File: config.mk
export PLATFORM = sky130hd
export DESIGN_NAME = serv_alu_seq
export DESIGN_NICKNAME = d
export VERILOG_FILES = /design/src/rtl/serv_alu_seq_pkg.sv /design/src/rtl/serv_alu_seq_bitcnt.sv /design/src/rtl/serv_alu_seq.sv
export SDC_FILE = /design/constraint.sdc
export NUM_CORES = 1
export LEC_CHECK = 0
export BUFFER_PORTS_ARGS = -buffer_cell sky130_fd_sc_hd__buf_4
export CAP_MARGIN = 10
export CELL_PAD_IN_SITES_DETAIL_PLACEMENT = 1
export CELL_PAD_IN_SITES_GLOBAL_PLACEMENT = 2
export CORE_MARGIN = 2
export CORE_UTILIZATION = 24
export CTS_CLUSTER_SIZE = 16
export DETAILED_ROUTE_END_ITERATION = 10
export GPL_TIMING_DRIVEN = 0
export PLACE_DENSITY_LB_ADDON = 0.08
export SLEW_MARGIN = 20
export SYNTH_ARGS = -nofsm -noshare
export SYNTH_HDL_FRONTEND = slang
export SYNTH_SLANG_ARGS = --single-unit
File: constraint.sdc
create_clock -name clk -period 1.75 [get_ports clk]
set_clock_uncertainty 0.05 [all_clocks]
set_input_delay 0.175 -clock clk [delete_from_list [all_inputs] [get_ports clk]]
set_output_delay 0.175 -clock clk [all_outputs]
set_load 0.005 [all_outputs]
File: src/rtl/serv_alu_seq_pkg.sv
// Shared op-class codes and sequencer state encoding for the bit-serial ALU sequencer.
package serv_alu_seq_pkg;

  typedef enum logic [1:0] {
    OP_ARITH = 2'd0,
    OP_SLT   = 2'd1,
    OP_SHIFT = 2'd2,
    OP_CMP   = 2'd3
  } op_e;

  typedef enum logic [2:0] {
    ST_IDLE = 3'd0,
    ST_INIT = 3'd1,
    ST_GAP  = 3'd2,
    ST_RUN  = 3'd3,
    ST_DONE = 3'd4
  } state_e;

  // Shift amounts are 5 bits wide, loaded during the first cycles of INIT.
  localparam int SHAMT_BITS = 5;

endpackage

File: src/rtl/serv_alu_seq_bitcnt.sv
// Bit counter for the serial ALU phases: clear has priority, wraps to 0 after WIDTH-1.
module serv_alu_seq_bitcnt #(
  parameter int WIDTH = 32,
  parameter int CW    = $clog2(WIDTH)
) (
  input  logic          clk,
  input  logic          i_rst_n,
  input  logic          i_clr,
  input  logic          i_en,
  output logic [CW-1:0] o_cnt,
  output logic          o_last
);

  assign o_last = (o_cnt == CW'(WIDTH - 1));

  // NOTE: sequential state uses non-blocking assignments so every flop samples pre-edge values.
  always_ff @(posedge clk or negedge i_rst_n) begin
    if (!i_rst_n) begin
      o_cnt <= '0;
    end else if (i_clr) begin
      o_cnt <= '0;
    end else if (i_en) begin
      o_cnt <= o_last ? '0 : o_cnt + 1'b1;
    end
  end

endmodule

File: src/rtl/serv_alu_seq.sv
// Phase sequencer for the bit-serial ALU: INIT -> GAP -> RUN ordering and all ALU strobes.
module serv_alu_seq
  import serv_alu_seq_pkg::*;
#(
  parameter int WIDTH = 32,
  parameter int CW    = $clog2(WIDTH)
) (
  input  logic          clk,
  input  logic          i_rst_n,
  input  logic          i_start,
  input  logic [1:0]    i_op,
  input  logic          i_flush,
  output logic          o_ready,
  output logic          o_en,
  output logic          o_init,
  output logic          o_shamt_en,
  output logic          o_cnt_done,
  output logic          o_rd_en,
  output logic          o_cmp_vld,
  output logic          o_done,
  output logic [CW-1:0] o_cnt
);

  state_e        state_q, state_d;
  op_e           op_q;
  logic          accept;
  logic          cnt_en;
  logic          cnt_last;

  // Flush beats start in IDLE, and freezes the counter at 0 on its way out of a phase.
  assign accept = (state_q == ST_IDLE) && i_start && !i_flush;
  assign cnt_en = ((state_q == ST_INIT) || (state_q == ST_RUN)) && !i_flush;

  serv_alu_seq_bitcnt #(
    .WIDTH (WIDTH),
    .CW    (CW)
  ) u_bitcnt (
    .clk     (clk),
    .i_rst_n (i_rst_n),
    .i_clr   (!cnt_en),
    .i_en    (cnt_en),
    .o_cnt   (o_cnt),
    .o_last  (cnt_last)
  );

  always_ff @(posedge clk or negedge i_rst_n) begin
    if (!i_rst_n) begin
      state_q <= ST_IDLE;
      op_q    <= OP_ARITH;
    end else begin
      state_q <= state_d;
      if (accept) op_q <= op_e'(i_op);
    end
  end

  // NOTE: every always_comb output gets a default first, so no path can infer a latch.
  always_comb begin
    state_d = state_q;
    case (state_q)
      ST_IDLE: if (accept) state_d = (op_e'(i_op) == OP_ARITH) ? ST_RUN : ST_INIT;
      ST_INIT: if (cnt_last) state_d = (op_q == OP_CMP) ? ST_DONE : ST_GAP;
      ST_GAP:  state_d = ST_RUN;
      ST_RUN:  if (cnt_last) state_d = ST_DONE;
      ST_DONE: state_d = ST_IDLE;
      default: state_d = ST_IDLE;
    endcase
    if (i_flush) state_d = ST_IDLE;
  end

  // Strobes depend only on registered state, op and count; GAP leaves everything low.
  always_comb begin
    o_ready    = 1'b0;
    o_en       = 1'b0;
    o_init     = 1'b0;
    o_shamt_en = 1'b0;
    o_cnt_done = 1'b0;
    o_rd_en    = 1'b0;
    o_cmp_vld  = 1'b0;
    o_done     = 1'b0;
    case (state_q)
      ST_IDLE: o_ready = 1'b1;
      ST_INIT: begin
        o_en       = 1'b1;
        o_init     = 1'b1;
        o_shamt_en = (op_q == OP_SHIFT) && (o_cnt < CW'(SHAMT_BITS));
        o_cnt_done = cnt_last;
        o_cmp_vld  = cnt_last && (op_q == OP_CMP);
      end
      ST_RUN: begin
        o_en       = 1'b1;
        o_rd_en    = 1'b1;
        o_cnt_done = cnt_last;
      end
      ST_DONE: o_done = 1'b1;
      default: ;
    endcase
  end

endmodule

==> summary.txt <==
Drt
  • Final wirelength: 1340 um
  • DRT Pass-1 Iters: 3
  • Drt drc: 0
  • Initial DRC Count: 1
  • DR vias: 472
  • Avg WL per Cell: 12.9 um
  • Drt via density: 4.54
  • Post-route ant nets: 0

Placed design
  • Placed cell area: 698 um2
  • Dpl ws: -0.172 ns
  • Final GP Congestion: 0.730
  • IO buf count: 18

Critical path
  • Crit path cell chain: ha_2 -> and3_4 -> ha_4 -> and4_1 -> buf_4
  • CP Launch Type: register
  • CP endpoint kind: output port
  • CP arrival: 1.48 ns
  • Max Fanout on Critical Path: 4
  • FF-to-FF path depth: 6
  • Crit-path leading delay family: flip-flops
  • R2R Setup Slk: 0.09 ns
  • Worst path bufs/invs: 1
  • Crit Path Class: register to output port
  • Critical Path RT: 1.52 ns
  • R2R Path End: state_q[2]
  • Worst reg2reg startpoint: u_bitcnt.o_cnt[0]
  • CP max stage cell: dfrtp_1
  • Largest stage delay on the critical path: 0.38 ns

Pwr
  • Cell Pwr Density: 1140 nW/um2
  • Comb pwr share: 0.456
  • P_int: 588 uW
  • Clk pwr share: 0.173
  • Peak supply drop: 0.000480 V
  • Static Leak: 0.000376 uW
  • Overall power: 901 uW
  • Switching power: 314 uW
  • Sequential fraction of design power: 0.371
  • Switching Share: 0.348

Global routing
  • Vias in the first global route: 472
  • GR Overflow Total: 0
  • M2 GR Usage: 0.175
  • GRT Resource Usage Total: 0.115
  • Met3 usage: 0.0439
  • GRT met1 Usage: 0.158
  • Initial antenna violation count: 0
  • Largest net degree at the start of global routing: 11
  • First-pass GRT wire length: 2190 um
  • Most Crowded Layer GR: met2

STA
  • Final setup viols: 0
  • Period minus WS final: 1.70 ns
  • Crit share post-route: 0.974
  • Hold Vio Cnt, Final: 0
  • Worst-margin pin slew: 0.279 ns
  • RSZ-0062 raised after global routing: yes
  • Max Slew Vio Count: 0
  • Max Fclk: 587 MHz
  • Max-slew headroom: 0.813
  • Setup ws final: 0.0463 ns

Final layout
  • Area taken by multi-input logic gates: 285 um2
  • Share of post-route cells with drive strength above 1: 0.481
  • Final Cell Area: 793 um2
  • Register area: 250 um2
  • Final Util: 0.392
  • # fillers: 239
  • Ant. Diodes: 0
  • Synth-to-layout area growth: 50.2%
  • Nets: 87

Hold path
  • Hold_sp: i_flush
  • Worst hold stages: 2
  • Min-Delay Endpoint: u_bitcnt.o_cnt[4]
  • HP Class: input pin to register

Status
  • Status: finished, final reports clean

Floorplan
  • Initial Util: 0.261
  • Core footprint: 2020 um2
  • Die W: 50.9 um
  • Die area: 2590 um2
  • Die Y: 50.9 um
  • Cell Rows: 16
  • Boundary Pins: 19

Clock network
  • Clock latency on the worst-skew pair: 0.26 ns
  • Clk buf depth: 2
  • CTS Buf Count: 3
  • H-tree depth: 1
  • # clock sinks: 10
  • Root Driver: clkbuf_4
  • CTS tree: built
  • Clock transition at the registers of the reported paths: 0.06 ns

Yosys
  • Post-synthesis sequential area ratio: 0.474
  • Asr flop ratio synth: 1.00
  • Synth warn: 0
  • Post-Syn Nets: 59
  • Seq cells post-synth: 10
  • Mean area per synthesized cell: 10.4 um2
  • Unique masters post-synth: 26
  • Synth Cell Area: 528 um2
  • Number of flops mapped to enable cells by yosys: 0
  • Biggest area consumer among synthesized cells: dfrtp_1
  • Post-Syn Instances: 51
  • Ys flop type: dfrtp_1
  • Top-area cell type share of the netlist area: 0.474
  • Synth top area cells: dfrtp_1 47%, ha_1 4.7%, mux2_2 4.3%, nor2_1 4.3%, nor3b_1 4.3%

Run
  • Max-Cap Viols: 0
-- power groups by stage --
stage / Clock (uW) / Sequential [uW] / Combinational [uW]
CTS: 163 / 335 / 406
floorplan: 0 / 328 / 233
global placement: 0 / 342 / 376
global route: 176 / 344 / 458
finish: 155 / 334 / 411
detailed placement: 0 / 343 / 381
-- layout make-up --
type | count | share of cell area
tap | 27 | 0.0426
sequential | 10 | 0.315
inverter | 3 | 0.0142
clock buffer | 3 | 0.0284
multi-input combinational | 36 | 0.360
buffer | 1 | 0.00946
timing repair buffer | 24 | 0.230
-- cells in the final DEF, fill, tap and decap left out, drive strengths merged --
| master | count |
|---|---|
| xnor2 | 1 |
| nand2b | 1 |
| nor4 | 1 |
| xor2 | 1 |
| nand2 | 2 |
| o21bai | 1 |
| inv | 3 |
| and4 | 2 |
| a211oi | 1 |
| a22oi | 1 |
| nor3 | 3 |
| nor3b | 3 |
| clkbuf | 3 |
| or3 | 1 |
| nor2 | 6 |
| o21ai | 2 |
| and2 | 1 |
| dfrtp | 10 |
| buf | 24 |
| or4 | 1 |
| ha | 2 |
| nand3 | 1 |
| and3 | 1 |
| o22ai | 1 |
| mux2 | 2 |
| nor2b | 1 |
| dlygate4sd3 | 1 |
-- routing by layer --
metal  vias up  part of all wire  wire [um]
li1        233                 -          -
met1       224              0.48        646
met2        15              0.46        624
met3         0             0.053         71
met4         0                 0          0
met5         -                 0          0
-- repair_timing --
item / 4_1_cts / 5_1_grt
endpoints found under the hold margin: 10 / 0
hold buffers: 1 / 0
resized for setup: 6 / 1
buffers inserted: 2 / 3
pin swaps: 0 / 2
setup endpoints to repair: 10 / 3
-- state kept, by name (all words and copies together), names as in the netlist --
name,flops
state_q,3
u_bitcnt.o_cnt,5
op_q,2
-- logic make-up (layout without fill, tap and decap cells) --
logic type,Yosys count,in the layout,share of synthesized area
simple gates,24,24,0.277
flops,10,10,0.474
compound gates,6,6,0.0830
buf+inv,5,31,0.0427
fa+ha+maj,2,2,0.0474
xor+xnor,2,2,0.0332
mux,2,2,0.0427
-- through the flow --
step,cells,setup TNS (ns),hold slack [ns]
after floorplan,51,0,-0.171
after global placement,96,-0.656,-0.0341
after detailed placement,96,-0.809,-0.0347
after CTS,101,0,0.0461
after global routing,104,-0.00996,0.0565
final,104,0,0.0513
-- worst max path at each step --
stage,start,slack [ns],to,cells past startpoint
after global placement,u_bitcnt.o_cnt[0],-0.15,state_q[1],6
after floorplan,u_bitcnt.o_cnt[0],0.00008,state_q[1],6
after global routing,u_bitcnt.o_cnt[1],-0.01,o_cmp_vld,5
after detailed placement,u_bitcnt.o_cnt[0],-0.17,state_q[1],6
after CTS,u_bitcnt.o_cnt[0],0.03,state_q[2],6
final,u_bitcnt.o_cnt[1],0.05,o_cmp_vld,5
-- synth_stat cells, types with 2 or more instances --
cell type  instances
dfrtp_1           10
nor2_1             6
inv_1              3
nor3_1             3
nor3b_1            3
and4_1             2
ha_1               2
mux2_2             2
nand2_1            2
o21ai_0            2
Power figures use the tool's default switching activity.
